File: config.mk
export PLATFORM = sky130hd
export DESIGN_NAME = card_match_ctrl
export DESIGN_NICKNAME = d
export VERILOG_FILES = /design/src/rtl/card_game_pkg.sv /design/src/rtl/grid_cursor.sv /design/src/rtl/card_match_ctrl.sv
export SDC_FILE = /design/constraint.sdc
export NUM_CORES = 1
export LEC_CHECK = 0
export ABC_CLOCK_PERIOD_IN_PS = 3440
export CAP_MARGIN = 5
export CORE_ASPECT_RATIO = 0.9
export CORE_MARGIN = 2
export CORE_UTILIZATION = 40
export DETAILED_ROUTE_END_ITERATION = 12
export PLACE_DENSITY = 0.63
export SLEW_MARGIN = 25
export SYNTH_ARGS = -nofsm -noshare
export SYNTH_HDL_FRONTEND = slang
export SYNTH_SLANG_ARGS = --single-unit
File: constraint.sdc
create_clock -name clock -period 3.44 [get_ports clock]
set_input_delay 0.516 -clock clock [delete_from_list [all_inputs] [get_ports clock]]
set_output_delay 0.516 -clock clock [all_outputs]
set_load 0.005 [all_outputs]
File: src/rtl/card_game_pkg.sv
// Shared types and constants for the 6x6 memory-match game controller.
package card_game_pkg;

  localparam int unsigned GRID_DIM  = 6;
  localparam int unsigned NUM_CELLS = 36;
  localparam int unsigned NUM_PAIRS = 18;

  typedef logic [5:0] loc_t;

  typedef enum logic [2:0] {
    PICK1,
    PICK2,
    RD1,
    RD2,
    CMP,
    SHOW,
    DONE
  } game_state_t;

  function automatic loc_t to_loc(input logic [2:0] row, input logic [2:0] col);
    return loc_t'(row) * loc_t'(GRID_DIM) + loc_t'(col);
  endfunction

endpackage

File: src/rtl/grid_cursor.sv
// Board cursor: row/col registers with per-axis wrap and single-action button priority.
module grid_cursor
  import card_game_pkg::*;
(
  input  logic       i_clk,
  input  logic       i_rst,
  input  logic       i_move_en,
  input  logic       i_home,
  input  logic       i_select,
  input  logic       i_up,
  input  logic       i_down,
  input  logic       i_left,
  input  logic       i_right,
  output logic [5:0] o_loc
);

  localparam logic [2:0] LastIdx = 3'(GRID_DIM - 1);

  logic [2:0] r_row;
  logic [2:0] r_col;
  logic [2:0] w_row_nxt;
  logic [2:0] w_col_nxt;

  // A select pulse is the whole action for its cycle, so it masks any move.
  always_comb begin
    w_row_nxt = r_row;
    w_col_nxt = r_col;
    if (i_home) begin
      w_row_nxt = '0;
      w_col_nxt = '0;
    end else if (i_move_en && !i_select) begin
      if (i_up) begin
        w_row_nxt = (r_row == '0) ? LastIdx : r_row - 3'd1;
      end else if (i_down) begin
        w_row_nxt = (r_row == LastIdx) ? '0 : r_row + 3'd1;
      end else if (i_left) begin
        w_col_nxt = (r_col == '0) ? LastIdx : r_col - 3'd1;
      end else if (i_right) begin
        w_col_nxt = (r_col == LastIdx) ? '0 : r_col + 3'd1;
      end
    end
  end

  always_ff @(posedge i_clk) begin
    if (i_rst) begin
      r_row <= '0;
      r_col <= '0;
    end else begin
      r_row <= w_row_nxt;
      r_col <= w_col_nxt;
    end
  end

  assign o_loc = to_loc(r_row, r_col);

endmodule

File: src/rtl/card_match_ctrl.sv
// Memory-match game controller: cursor, two-card pick/compare turn, score and display feed.
module card_match_ctrl
  import card_game_pkg::*;
#(
  parameter int unsigned VAL_W       = 5,
  parameter int unsigned SHOW_CYCLES = 50_000_000,
  parameter int unsigned CNT_W       = 8
) (
  input  logic             clock,
  input  logic             reset,
  input  logic             btn_up,
  input  logic             btn_down,
  input  logic             btn_left,
  input  logic             btn_right,
  input  logic             btn_select,
  output logic [5:0]       rd_addr,
  input  logic [VAL_W-1:0] rd_data,
  output logic [5:0]       scan_addr,
  output logic [5:0]       selected_card,
  output logic [5:0]       card1,
  output logic [5:0]       card2,
  output logic             found_valid,
  output logic [35:0]      found_map,
  output logic [35:0]      shown_map,
  output logic [4:0]       match_count,
  output logic [CNT_W-1:0] miss_count,
  output logic             game_over
);

  localparam int unsigned TmrW = (SHOW_CYCLES > 1) ? $clog2(SHOW_CYCLES) : 1;

  game_state_t      r_state;
  game_state_t      w_state_nxt;

  logic [5:0]       r_scan;
  logic [5:0]       r_first;
  logic [5:0]       r_second;
  logic [5:0]       r_rd_addr;
  logic [VAL_W-1:0] r_val1;
  logic [5:0]       r_card1;
  logic [5:0]       r_card2;
  logic             r_found_valid;
  logic [35:0]      r_found_map;
  logic [35:0]      r_shown_map;
  logic [4:0]       r_match_cnt;
  logic [CNT_W-1:0] r_miss_cnt;
  logic [TmrW-1:0]  r_timer;

  logic [5:0]       w_cursor;
  logic             w_cur_free;
  logic             w_vals_equal;
  logic             w_move_en;
  logic             w_home;
  logic             w_pick1_ok;
  logic             w_pick2_ok;
  logic             w_match;
  logic             w_miss;
  logic             w_show_done;
  logic             w_game_over;

  grid_cursor u_cursor (
    .i_clk     (clock),
    .i_rst     (reset),
    .i_move_en (w_move_en),
    .i_home    (w_home),
    .i_select  (btn_select),
    .i_up      (btn_up),
    .i_down    (btn_down),
    .i_left    (btn_left),
    .i_right   (btn_right),
    .o_loc     (w_cursor)
  );

  assign w_cur_free   = !r_found_map[w_cursor];
  assign w_vals_equal = (rd_data == r_val1);

  // State register
  always_ff @(posedge clock) begin
    if (reset) begin
      r_state <= PICK1;
    end else begin
      r_state <= w_state_nxt;
    end
  end

  // Next-state logic
  always_comb begin
    w_state_nxt = r_state;
    case (r_state)
      PICK1: if (btn_select && w_cur_free) w_state_nxt = PICK2;
      PICK2: if (btn_select && w_cur_free && (w_cursor != r_first)) w_state_nxt = RD1;
      RD1:   w_state_nxt = RD2;
      RD2:   w_state_nxt = CMP;
      CMP: begin
        if (!w_vals_equal) begin
          w_state_nxt = SHOW;
        end else if (r_match_cnt == 5'(NUM_PAIRS - 1)) begin
          w_state_nxt = DONE;
        end else begin
          w_state_nxt = PICK1;
        end
      end
      SHOW:    if (r_timer == '0) w_state_nxt = PICK1;
      DONE:    if (btn_select) w_state_nxt = PICK1;
      default: w_state_nxt = PICK1;
    endcase
  end

  // Per-state decode driving the datapath and cursor
  always_comb begin
    w_move_en   = 1'b0;
    w_home      = 1'b0;
    w_pick1_ok  = 1'b0;
    w_pick2_ok  = 1'b0;
    w_match     = 1'b0;
    w_miss      = 1'b0;
    w_show_done = 1'b0;
    w_game_over = 1'b0;
    case (r_state)
      PICK1: begin
        w_move_en  = 1'b1;
        w_pick1_ok = btn_select && w_cur_free;
      end
      PICK2: begin
        w_move_en  = 1'b1;
        w_pick2_ok = btn_select && w_cur_free && (w_cursor != r_first);
      end
      CMP: begin
        w_match = w_vals_equal;
        w_miss  = !w_vals_equal;
      end
      SHOW: begin
        w_move_en   = 1'b1;
        w_show_done = (r_timer == '0);
      end
      DONE: begin
        w_game_over = 1'b1;
        w_home      = btn_select;
      end
      default: ;
    endcase
  end

  // Turn datapath: picks, memory reads, scoring and the miss display timer
  always_ff @(posedge clock) begin
    if (reset) begin
      r_scan        <= '0;
      r_first       <= '0;
      r_second      <= '0;
      r_rd_addr     <= '0;
      r_val1        <= '0;
      r_card1       <= '0;
      r_card2       <= '0;
      r_found_valid <= 1'b0;
      r_found_map   <= '0;
      r_shown_map   <= '0;
      r_match_cnt   <= '0;
      r_miss_cnt    <= '0;
      r_timer       <= '0;
    end else begin
      r_scan        <= (r_scan == 6'(NUM_CELLS - 1)) ? '0 : r_scan + 6'd1;
      r_found_valid <= 1'b0;

      if (w_pick1_ok) begin
        r_first                <= w_cursor;
        r_shown_map[w_cursor]  <= 1'b1;
      end

      // First address goes out now so its data lands in RD2.
      if (w_pick2_ok) begin
        r_second               <= w_cursor;
        r_shown_map[w_cursor]  <= 1'b1;
        r_rd_addr              <= r_first;
      end

      if (r_state == RD1) begin
        r_rd_addr <= r_second;
      end

      if (r_state == RD2) begin
        r_val1 <= rd_data;
      end

      if (w_match) begin
        r_card1                <= r_first;
        r_card2                <= r_second;
        r_found_valid          <= 1'b1;
        r_found_map[r_first]   <= 1'b1;
        r_found_map[r_second]  <= 1'b1;
        r_shown_map[r_first]   <= 1'b0;
        r_shown_map[r_second]  <= 1'b0;
        r_match_cnt            <= r_match_cnt + 5'd1;
      end

      if (w_miss) begin
        if (r_miss_cnt != '1) begin
          r_miss_cnt <= r_miss_cnt + 1'b1;
        end
        r_timer <= TmrW'(SHOW_CYCLES - 1);
      end

      if (r_state == SHOW) begin
        if (w_show_done) begin
          r_shown_map[r_first]  <= 1'b0;
          r_shown_map[r_second] <= 1'b0;
        end else begin
          r_timer <= r_timer - 1'b1;
        end
      end

      if (w_home) begin
        r_found_map <= '0;
        r_shown_map <= '0;
        r_match_cnt <= '0;
        r_miss_cnt  <= '0;
      end
    end
  end

  assign rd_addr       = r_rd_addr;
  assign scan_addr     = r_scan;
  assign selected_card = w_cursor;
  assign card1         = r_card1;
  assign card2         = r_card2;
  assign found_valid   = r_found_valid;
  assign found_map     = r_found_map;
  assign shown_map     = r_shown_map;
  assign match_count   = r_match_cnt;
  assign miss_count    = r_miss_cnt;
  assign game_over     = w_game_over;

endmodule

Word level (Yosys, flattened, before mapping)
Index checks and enable logic that the tools add are counted.
{"block": "word_totals", "out_inout_bits": 117, "reg_bits": 162, "wordCells": 129}
{"block": "op_classes", "n_eq_ne": 17, "n_lt_le_gt_ge": 6, "bitwise": 12, "reduce_logical": 23, "mux": 45, "multipliers": 1, "add_sub_neg": 9}
{"operator": "2-to-1 mux 36 bit", "count": 8}
{"operator": "AND 36 bit", "count": 4}
{"operator": "bitwise OR 36 bit", "count": 4}
{"operator": "2-to-1 mux 26 bit", "count": 3}
{"operator": "NOT 36 bit", "count": 2}
{"operator": "2-to-1 mux 3 bit", "count": 14}
{"operator": "zero test 26 bit", "count": 1}
{"operator": "subtractor 26 x 1 -> 26 bit, second input constant", "count": 1}
{"operator": "< comparator 6 x 7 -> 1 bit, second input constant", "count": 3}
{"operator": "case mux 3 bit (7 select lines)", "count": 1}
{"operator": "demux 1 bit (select 6 bit)", "count": 3}
{"operator": ">= comparator 6 x 1 -> 1 bit, second input constant", "count": 3}
{"operator": "equality test 3 bit, second input constant", "count": 5}
{"operator": "2-to-1 mux 1 bit", "count": 13}
{"operator": "2-to-1 mux 6 bit", "count": 2}
{"operator": "zero test 3 bit", "count": 3}
{"operator": "adder 8 x 1 -> 8 bit, second input constant", "count": 1}
{"operator": "inequality test 2 bit, second input constant", "count": 4}
{"operator": "inequality test 8 bit, second input constant", "count": 1}
{"operator": "AND reduction 4 bit", "count": 2}
{"operator": "adder 3 x 1 -> 3 bit, second input constant", "count": 2}
{"operator": "adder 6 x 1 -> 6 bit, second input constant", "count": 1}
{"operator": "adder 6 x 3 -> 6 bit", "count": 1}
{"operator": "binary-select mux 1 bit (select 6 bit)", "count": 1}
{"operator": "16 further kinds", "count": 30}

Logic depth before layout (Yosys ltp)
Gate-level depths: netlist of the first run.
{"block": "logic_depth", "word_depth": 20, "mapped_depth": 13, "depth_no_buf": 11}

Cells and area by module
Synthesis of the first run repeated with hierarchy kept, for this count alone.
{"block": "unflattened", "cells_unflattened": 903, "hier_area_um2": 7926.4}
{"module": "card_match_ctrl", "instances": 1, "seq_area_each_um2": 3123.0, "cells_per_inst": 834, "area_each_um2": 7314.5}
{"module": "grid_cursor", "instances": 1, "seq_area_each_um2": 120.1, "cells_per_inst": 69, "area_each_um2": 611.8}

Worst setup path after synthesis of the first run
Ideal clock, no wire load.
{"block": "synth_timing", "path_type": "reg2reg", "start": "register u_cursor.r_row[1]", "end": "register r_rd_addr[4], in the netlist rd_addr[4]", "path_stages_with_launch": 13, "t_arrival_ns": 3.305, "path_slack_ns": 0.055, "n_path_buf": 2, "setup_time_ns": 0.079, "period_less_slack_ns": 3.385, "required_time_ns": 3.361, "cell_sequence": "dfxtp_1 > inv_1 > ha_1 > fa_1 > buf_2 > buf_2 > mux2i_1 > o21ai_0 > a21oi_1 > a311oi_2 > or4b_4 > o31a_1 > a211oi_2"}
{"block": "synth_via", "elab_chain_cells": 9, "word_cells_on_any_way": 10}
{"element": "start: declaration", "line_no": "grid_cursor.sv:19", "source": "logic [2:0] r_row;"}
{"element": "start signal: assignment", "line_no": "grid_cursor.sv:49", "source": "r_row <= w_row_nxt;"}
{"element": "multiplier 3 x 2 -> 5 bit (*)", "line_no": "card_game_pkg.sv:21", "source": "return loc_t'(row) * loc_t'(GRID_DIM) + loc_t'(col);"}
{"element": "adder 6 x 3 -> 6 bit (*)", "line_no": "card_game_pkg.sv:21"}
{"element": "net selected_card[2]", "line_no": "card_match_ctrl.sv:19", "source": "output logic [5:0] selected_card,"}
{"element": "binary-select mux 1 bit (select 6 bit)", "line_no": "card_match_ctrl.sv:74", "source": "assign w_cur_free = !r_found_map[w_cursor];"}
{"element": "2-to-1 mux 1 bit (implied by the code)", "line_no": "card_match_ctrl.sv:74"}
{"element": "zero test 1 bit", "line_no": "card_match_ctrl.sv:74"}
{"element": "logical AND 1 bit", "line_no": "card_match_ctrl.sv:126", "source": "w_pick2_ok = btn_select && w_cur_free && (w_cursor != r_first);"}
{"element": "logical AND 1 bit (*)", "line_no": "card_match_ctrl.sv:126"}
{"element": "2-to-1 mux 1 bit (*)", "line_no": "card_match_ctrl.sv:119", "source": "case (r_state)"}
{"element": "nonzero test 2 bit (no source line) (*)"}
{"element": "end signal: assignment", "line_no": "card_match_ctrl.sv:173", "source": "r_rd_addr <= r_first;"}
{"element": "end signal: assignment", "line_no": "card_match_ctrl.sv:177", "source": "r_rd_addr <= r_second;"}
{"element": "end: declaration", "line_no": "card_match_ctrl.sv:38", "source": "logic [5:0] r_rd_addr;"}
The timed path passes the listed nets; every way through them passes the cells marked *. The select of a mux whose other input is x is not followed.
A chain may end at the register's enable or synchronous reset.

Worst setup path after layout of the first run
{"block": "layout_timing", "start": "register u_cursor.r_row[0]", "end": "output port selected_card[4]"}
{"block": "layout_via", "elab_chain_cells": 2}
{"element": "multiplier 3 x 2 -> 5 bit", "line_no": "card_game_pkg.sv:21"}
{"element": "adder 6 x 3 -> 6 bit", "line_no": "card_game_pkg.sv:21"}
{"element": "end: declaration", "line_no": "card_match_ctrl.sv:19"}
No other way between the ends.

==> results of run 1 <==
[per-layer routing]
layer,part of all wire,vias up,track usage
met5,0,-,0
met4,0.0086,0,0.0576
met3,0.070,17,0.0522
met2,0.43,273,0.328
met1,0.49,3596,0.339
li1,-,3690,-
[what timing repair did]
action,CTS,global route
pin swaps,0,4
buffers inserted,0,1
gates resized for setup,3,7
cloned,0,0
endpoints found under the setup margin,2,41
[worst paths after layout]
kind	from	endpoint	slack, ps	cells after the start
max	u_cursor.r_row[0]	selected_card[4]	90	8
min	card2[2]	card2[2]	460	2
max reg2reg	u_cursor.r_row[0]	rd_addr[4]	150	10
min reg2reg	card2[2]	card2[2]	460	2
[synthesized netlist by cell type, drive strengths merged, types with 3 or more instances]
cell / number
a211oi: 26
a21o: 3
a21oi: 89
a221oi: 23
a311oi: 8
a31oi: 5
a41oi: 5
and2: 4
and3: 8
buf: 19
clkbuf: 42
dfxtp: 162
ha: 14
inv: 35
mux2i: 20
nand2: 62
nand2b: 4
nand3: 19
nand3b: 12
nand4: 7
nor2: 121
nor2b: 4
nor3: 26
nor3b: 7
nor4: 14
o21a: 17
o21ai: 65
o22ai: 36
o31ai: 5
or3: 8
or3b: 5
xnor2: 13
xor2: 22
[per-stage QoR]
step	area, um^2	hold WS [ps]	setup slack, ps	TNS [ps]
finish	10200	455	91.4	0
floorplan	7880	444	55.3	0
global route	10200	472	6.15	0
detailed placement	9570	448	-44.3	-54.2
global placement	9570	443	53.8	0
CTS	10200	457	3.78	0
[area by class of cell]
cell class | instances | area [um^2]
fill | 1831 | 8980
multi-input combinational | 684 | 4300
sequential | 162 | 3240
timing repair buffer | 169 | 1620
clock buffer | 19 | 443
tap | 250 | 313
clock inverter | 13 | 174
inverter | 37 | 140
[logic make-up after synthesis]
logic type	count (synthesis)
flops	162
buf+inv	98
simple gates	311
fa+ha+maj	16
xor+xnor	36
compound gates	298
mux	23
[registers in the layout (all words and copies together), names as in the netlist]
register and cells:
card2 6, r_second 6, match_count 5, r_val1 5, u_cursor.r_row 3, shown_map 36, found_map 36, u_cursor.r_col 3
r_timer 26, miss_count 8, r_first 6, found_valid 1, scan_addr 6, rd_addr 6, card1 6, r_state 3
[worst reg2reg max path: cells and delay by family, from the launching register on]
family                     cells  cell delay, ps
adders and majority gates      2             850
DFF                            1             330
buffers and inverters          1              90
AOI/OAI and AO/OA              5            1160
and+or+nand+nor                2             790
[power by group through the flow]
stage               clock [uW]  sequential [uW]  combinational, uW
floorplan                    0             2030                791
global placement             0             2100               1150
detailed placement           0             2100               1160
CTS                       2040             2060               1170
global route              2110             2080               1310
finish                    2000             2060               1210
==> impl_metrics.py, run 1 <==
metrics = {
    "setup_path": {
        "cp-start-kind": "flop",
        "crit_chain": "buf_4, ha_1, inv_2, fa_2, or3_4, and2_4, clkinv_2, clkdlybuf4s50_1",
        "cp_top_family": "buffers and inverters",
        "setup.worst_path.end_class": "output port",
        "critPathArrivalTime_ps": 2830,
        "cpPeakStageDelay_ps": 510,
        "cp.buffers_inverters": 4,
        "critical_path.slowest_cell": "clkdlybuf4s50_1",
        "crit_type": "flop to output port",
        "critPathRequiredTime_ps": 2920,
        "critPathMaxFanout": 4,
    },
    "clock_network": {
        "htreeDepth": 4,
        "clockBufferDepth": 2,
        "root_buffer": "clkbuf_16",
        "cts_buffers": 17,
        "ctsHoldBuffers": 0,
        "cts_tree": "built",
        "clkSlewWorstSetupHoldPaths_ps": 70,
        "clock-sinks": 162,
        "clk_latency_ps": 440,
    },
    "logic_synthesis": {
        "synth_top_cell_by_area": "dfxtp_1",
        "synthTopCellsByArea": "dfxtp_1, nor2_1, a21oi_1",
        "yosys_warnings": 0,
        "synth_top_area_frac": 0.412,
        "synth_adder_area_share": 0.0273,
        "synth_flop_cell": "dfxtp_1",
        "synth_nets": 972,
        "synth_cell_types": 73,
        "synthMuxAreaShare": 0.0311,
        "avgSynthCellArea_um2": 8.34,
        "synth-compound-area-share": 0.241,
        "synth_edf_count": 0,
        "synthCells": 944,
        "ys_seq_area_frac": 0.412,
        "synthSimpleGateAreaFrac": 0.199,
        "synth_area_mm2": 0.00788,
        "synthXorXnorAreaFrac": 0.0418,
        "synth_top_family_by_area": "compound AO/OA/AOI/OAI gates",
        "async_flop_share": 0,
        "ys_ff_latch": 162,
    },
    "layout": {
        "drive_gt1_frac": 0.0959,
        "instances_no_fill": 1334,
        "area_delta_synth_final_pct": 29.9,
        "final_common_cell": "dfxtp_1",
        "final_cell_mix": "dfxtp_1, clkdlybuf4s50_1, nor2_1, a21oi_1, nand2_1",
        "diodes": 0,
        "fin_util": 0.533,
        "nets": 1099,
    },
    "sta": {
        "finalSetupViolCount": 0,
        "skew_ps": 15.3,
        "hold_viol": 0,
        "fin_crit_ps": 3350,
        "post-route-period-util": 0.973,
        "tightest_slew_ps": 839,
        "fmax_mhz": 299,
        "finalMaxSlewViolations": 0,
        "relSlewSlack": 0.439,
        "rsz0062_at_grt": "no",
    },
    "die": {
        "die_y_um": 137,
        "rows": 48,
        "die_area_mm2": 0.0208,
        "ios": 129,
        "die_w_um": 152,
        "start_util": 0.410,
        "coreArea_mm2": 0.0192,
    },
    "power": {
        "power.switching_uw": 1660,
        "sw_frac_of_total": 0.314,
        "comb_power_share": 0.229,
        "power_leakage_uw": 0.00360,
        "p_per_area_mw_per_mm2": 515,
        "power.total_uw": 5270,
        "pwr-share-clk": 0.380,
        "seqPwrFrac": 0.391,
        "vdd_drop_max_v": 0.000366,
        "cellInternalPower_uw": 3620,
    },
    "route": {
        "viasPerCell": 5.68,
        "vias": 7576,
        "drcViolationCount": 0,
        "drt_first_pass_iters": 6,
        "wl_mm": 24.0,
        "drt_iter0_markers": 845,
        "avgRoutedWirePerCell_um": 18.0,
        "ant_nets": 0,
    },
    "placed_design": {
        "gp_congestion": 0.912,
        "numPortBuffers": 128,
        "placed_cells": 1301,
        "hpwlAfterDp_mm": 17.0,
    },
    "grt": {
        "grt_overflow": 0,
        "antenna_found_initial": 0,
        "grt_pass1_vias": 6876,
        "grt_max_degree": 56,
        "grt_pass1_wl_mm": 37.8,
        "track_usage": 0.227,
    },
    "status": {
        "outcome": "complete, no violations",
    },
    "run": {
        "maxCapViolCount": 0,
    },
    "worst_hold_path": {
        "hp-class": "flop to flop",
    },
}
No activity file was read; power rests on OpenSTA's default activity.
==> run 2, diff against run 1 <==
ABC_CLOCK_PERIOD_IN_PS = 4100   (was 3440)
DONT_BUFFER_PORTS = 1   (was unset)
PLACE_DENSITY = 0.52   (was 0.63)
clock period = 4.1 ns   (was 3.44 ns; I/O delays follow)
==> run 2 against run 1 <==
Against the previous run: sequential cell count stayed put; register-to-register slack better by 240 ps; sequential power is 16% lower; setup slack better by 300 ps; wire length is 2.1% higher; sequential share of layout area is 5.6 points higher; first-iteration DRC count is 48% lower; clock-buffer cell count is 1 lower; power is 21% lower.
==> impl_metrics.py, run 2 (synthesized netlist as in run 1, its figures left out) <==
metrics = {
    "status": {
        "outcome": "complete, no violations",
    },
    "clock_network": {
        "root_buffer": "clkbuf_16",
        "cts_setup_buffers": 0,
        "clock-sinks": 162,
        "cts_resized": 0,
        "clockBufferDepth": 2,
        "clkSlewWorstSetupHoldPaths_ps": 70,
        "clk_latency_ps": 440,
        "ctsHoldBuffers": 0,
        "cts_buffers": 17,
        "htreeDepth": 4,
        "cts_tree": "built",
    },
    "sta": {
        "finalMaxSlewViolations": 0,
        "fmax_mhz": 270,
        "tightest_slew_ps": 877,
        "setup_ws_ps": 391,
        "fin_crit_ps": 3710,
        "finalSetupViolCount": 0,
        "rsz0062_at_grt": "no",
        "hold_viol": 0,
        "skew_ps": 12.2,
        "fin_setup_tns_ps": 0,
        "post-route-period-util": 0.905,
        "relSlewSlack": 0.410,
    },
    "die": {
        "die_y_um": 137,
        "ios": 129,
        "coreArea_mm2": 0.0192,
        "rows": 48,
        "die_area_mm2": 0.0208,
        "start_util": 0.410,
        "die_w_um": 152,
    },
    "grt": {
        "grt_pass1_vias": 6348,
        "grt_max_degree": 65,
        "antenna_found_initial": 0,
        "grt_overflow": 0,
        "track_usage": 0.229,
        "grt_pass1_wl_mm": 37.4,
    },
    "layout": {
        "diodes": 0,
        "nets": 952,
        "area_delta_synth_final_pct": 10.4,
        "drive_gt1_frac": 0.0802,
        "final_common_cell": "dfxtp_1",
        "final_cell_mix": "dfxtp_1, nor2_1, a21oi_1, nand2_1, o21ai_0",
    },
    "setup_path": {
        "cp.buffers_inverters": 2,
        "critPathArrivalTime_ps": 4030,
        "crit_top_cell": "inv_1",
        "crit_chain": "inv_1, ha_1, fa_1, xor2_1, inv_1, xnor2_1, nand3_1, nor3_1, nor4_4, o21a_1",
        "crit_type": "flop to flop",
        "setup.worst_path.end_class": "flop",
        "cp-start-kind": "flop",
        "critPathRequiredTime_ps": 4420,
        "critPathMaxFanout": 8,
        "cpPeakStageDelay_ps": 610,
        "cp_top_family": "simple AND/OR/NAND/NOR gates",
        "critical_path.slowest_cell": "nor3_1",
    },
    "run": {
        "maxCapViolCount": 0,
    },
    "power": {
        "power.total_uw": 4180,
        "vdd_drop_max_v": 0.000307,
        "p_per_area_mw_per_mm2": 480,
        "power_leakage_uw": 0.00301,
    },
    "route": {
        "drcViolationCount": 0,
        "vias": 6996,
        "viasPerCell": 5.90,
        "wl_mm": 24.5,
        "avgRoutedWirePerCell_um": 20.6,
        "drt_first_pass_iters": 5,
        "ant_nets": 0,
        "drt_iter0_markers": 442,
    },
    "placed_design": {
        "pre_cts_slack_ps": 423,
        "numPortBuffers": 0,
        "hpwlAfterDp_mm": 17.3,
        "gp_congestion": 0.895,
    },
    "worst_hold_path": {
        "hp-class": "primary input to flop",
    },
}
==> run 2: cell types whose count changed in the layout (fill, tap and decap cells not counted), sizes merged <==
cell / before / now
clkdlybuf4s50: 127 / 0
buf: 42 / 22
clkinvlp: 2 / 6
inv: 40 / 37
bufinv: 3 / 2
clkbuf: 19 / 18
clkinv: 5 / 4
==> run 2: through the flow <==
| step | hold WS, ps | std cells | utilization | area (um^2) |
|---|---|---|---|---|
| floorplan | 444 | 944 | - | 7880 |
| global placement | 460 | 1155 | 0.423 | 8130 |
| detailed placement | 463 | 1155 | 0.423 | 8130 |
| CTS | 234 | 1185 | 0.453 | 8700 |
| global route | 226 | 1185 | 0.453 | 8700 |
| finish | 243 | 1185 | 0.453 | 8700 |
==> run 2: path summary, 6_finish.rpt <==
check,startpoint,to,slack (ps),cells past startpoint
worst max register to register,u_cursor.r_row[1],shown_map[9],390,10
worst min register to register,card1[0],card1[0],470,2
worst min-delay path,reset,scan_addr[3],240,1
worst max-delay path,u_cursor.r_row[1],shown_map[9],390,10
==> run 2: final cells by class <==
cell class                      count  area (um^2)
Clock buffer                       18          429
Clock inverter                     12          136
Fill cell                        1963        10500
Inverter                           37          140
Multi-Input combinational cell    684         4260
Sequential cell                   162         3240
Tap cell                          250          313
Timing Repair Buffer               22          178
==> run 2: power breakdown <==
part | internal (uW) | switching [uW]
logic | 301 | 563
registers | 1630 | 110
clock network | 892 | 679
total | 2830 | 1350
==> run 2: routing by layer <==
metal,global-route usage,share of wire
met1,0.333,0.50
met2,0.321,0.41
met3,0.0795,0.084
met4,0.0613,0.010
met5,0,0
==> run 3, diff against run 2 <==
CORE_UTILIZATION = 42   (was 40)
PLACE_DENSITY = 0.54   (was 0.52)
==> run 3 against run 2 <==
Against the previous run: sequential share of layout area shrank 0.27 points; non-clock buffer count is the same; setup slack gained 39 ps; core utilization grew 2.3 points; via count grew 0.27%; power grew 4.4%; die area shrank 4.6%; clock-buffer cell count grew 1; maximum frequency grew 1.1%; critical path depth is the same; clock power grew 13%; wire length shrank 1.5%; largest cell class unchanged.
==> impl_metrics.py, run 3 (synthesized netlist as in run 1, its figures left out) <==
metrics = {
    "status": {
        "outcome": "complete, no violations",
    },
    "die": {
        "rows": 47,
        "die_area_mm2": 0.0199,
        "coreArea_mm2": 0.0184,
        "die_y_um": 134,
        "die_w_um": 148,
        "start_util": 0.428,
        "ios": 129,
    },
    "setup_path": {
        "crit_start": "u_cursor.r_row[1]",
        "endpoint": "rd_addr[4]",
        "critPathMaxFanout": 14,
        "setup.worst_path.end_class": "flop",
        "r2r_end": "rd_addr[4]",
        "critPathArrivalTime_ps": 4030,
        "rrSetupSlack_ps": 430,
        "reg2regPathDepth": 10,
        "cp-start-kind": "flop",
        "timing.rr.start": "u_cursor.r_row[1]",
        "critPathRequiredTime_ps": 4450,
        "crit_type": "flop to flop",
    },
    "layout": {
        "fillCellCount": 1800,
        "area_delta_synth_final_pct": 11.2,
        "drive_gt1_frac": 0.0812,
        "final_common_cell": "dfxtp_1",
        "fin_util": 0.476,
        "final_cell_mix": "dfxtp_1, nor2_1, a21oi_1, nand2_1, o21ai_0",
        "nets": 952,
        "diodes": 0,
    },
    "sta": {
        "skew_ps": 13.0,
        "post-route-period-util": 0.895,
        "finalMaxSlewViolations": 0,
        "fmax_mhz": 272,
        "relSlewSlack": 0.397,
        "fin_setup_tns_ps": 0,
        "hold_viol": 0,
        "fin_crit_ps": 3670,
        "finalSetupViolCount": 0,
        "rsz0062_at_grt": "no",
        "tightest_slew_ps": 904,
    },
    "run": {
        "maxCapViolCount": 0,
    },
    "clock_network": {
        "cts_buffers": 17,
        "clkSlewWorstSetupHoldPaths_ps": 70,
        "cts_resized": 0,
        "cts_setup_buffers": 0,
        "clockBufferDepth": 2,
        "root_buffer": "clkbuf_16",
        "clk_latency_ps": 430,
        "cts_tree": "built",
        "clock-sinks": 162,
        "ctsHoldBuffers": 0,
        "htreeDepth": 4,
    },
    "placed_design": {
        "hpwlAfterDp_mm": 17.0,
        "gp_congestion": 1.01,
        "numPortBuffers": 0,
    },
    "route": {
        "viasPerCell": 5.94,
        "ant_nets": 0,
        "drt_first_pass_iters": 6,
        "avgRoutedWirePerCell_um": 20.4,
        "drcViolationCount": 0,
        "vias": 7015,
        "wl_mm": 24.1,
        "drt_iter0_markers": 671,
    },
    "grt": {
        "antenna_found_initial": 0,
        "grt_pass1_vias": 6419,
        "grt_overflow": 0,
        "grt_pass1_wl_mm": 37.4,
        "track_usage": 0.243,
        "grt_max_degree": 65,
    },
    "power": {
        "pwr-share-clk": 0.407,
        "comb_power_share": 0.193,
        "vdd_drop_max_v": 0.000303,
        "seqPwrFrac": 0.399,
        "p_per_area_mw_per_mm2": 498,
        "cellInternalPower_uw": 3030,
        "power_leakage_uw": 0.00306,
        "power.switching_uw": 1340,
        "sw_frac_of_total": 0.306,
    },
    "worst_hold_path": {
        "hp-class": "primary input to flop",
    },
}
==> run 3: changes by cell type in the layout (fill, tap and decap cells not counted), sizes merged <==
cell,change
clkinvlp,-4
bufinv,+3
clkbuf,+1
clkinv,+1
==> run 3: worst min-delay path by stage <==
stage | from | slack [ps] | endpoint | cells after the start
6_report | reset | 260 | scan_addr[3] | 1
4_1_cts | reset | 230 | r_timer[3] | 1
3_3_place_gp | r_timer[15] | 460 | r_timer[15] | 1
3_5_place_dp | r_timer[15] | 460 | r_timer[15] | 1
5_1_grt | reset | 230 | r_timer[3] | 1
2_1_floorplan | scan_addr[0] | 440 | scan_addr[0] | 1
==> run 3: cell type report <==
| cell class | count | area [um^2] | share of cell area |
|---|---|---|---|
| clock buffer | 19 | 443 | 0.0505 |
| clock inverter | 12 | 204 | 0.0233 |
| inverter | 37 | 140 | 0.0160 |
| multi-input combinational | 684 | 4260 | 0.486 |
| sequential | 162 | 3240 | 0.370 |
| tap | 245 | 307 | 0.0350 |
| timing repair buffer | 22 | 165 | 0.0188 |
==> run 3: worst max-delay path: stages, from the launching register on <==
cell	delay (ps)
dfxtp_1	370
inv_1	120
ha_1	340
fa_1	440
xor2_1	570
o31ai_1	160
a21oi_1	260
a2111oi_4	150
or4b_4	670
o31a_1	320
a211oi_2	200
==> run 3: power groups by stage <==
stage               clock (uW)  combinational, uW  sequential (uW)
finish                    1780                843             1740
detailed placement           0                826             1770
global route              1880                925             1750
floorplan                    0                664             1700
CTS                       1810                830             1740
global placement             0                824             1780
==> run 3: stage by stage <==
step / cell area (um^2) / total power (uW) / hold slack (ps) / cells / setup WS (ps)
after CTS: 8760 / 4380 / 233 / 1181 / 418
after detailed placement: 8120 / 2600 / 458 / 1150 / 445
after global placement: 8120 / 2600 / 459 / 1150 / 502
after global routing: 8760 / 4560 / 226 / 1181 / 154
final: 8760 / 4360 / 255 / 1181 / 429
after floorplan: 7880 / 2370 / 444 / 944 / 715
==> run 3: layer usage <==
metal | vias up | track usage | wire (um)
li1 | 3397 | - | -
met1 | 3307 | 0.364 | 11600
met4 | 0 | 0.0741 | 427
met3 | 32 | 0.0881 | 2430
met5 | - | 0 | 0
met2 | 279 | 0.321 | 9640
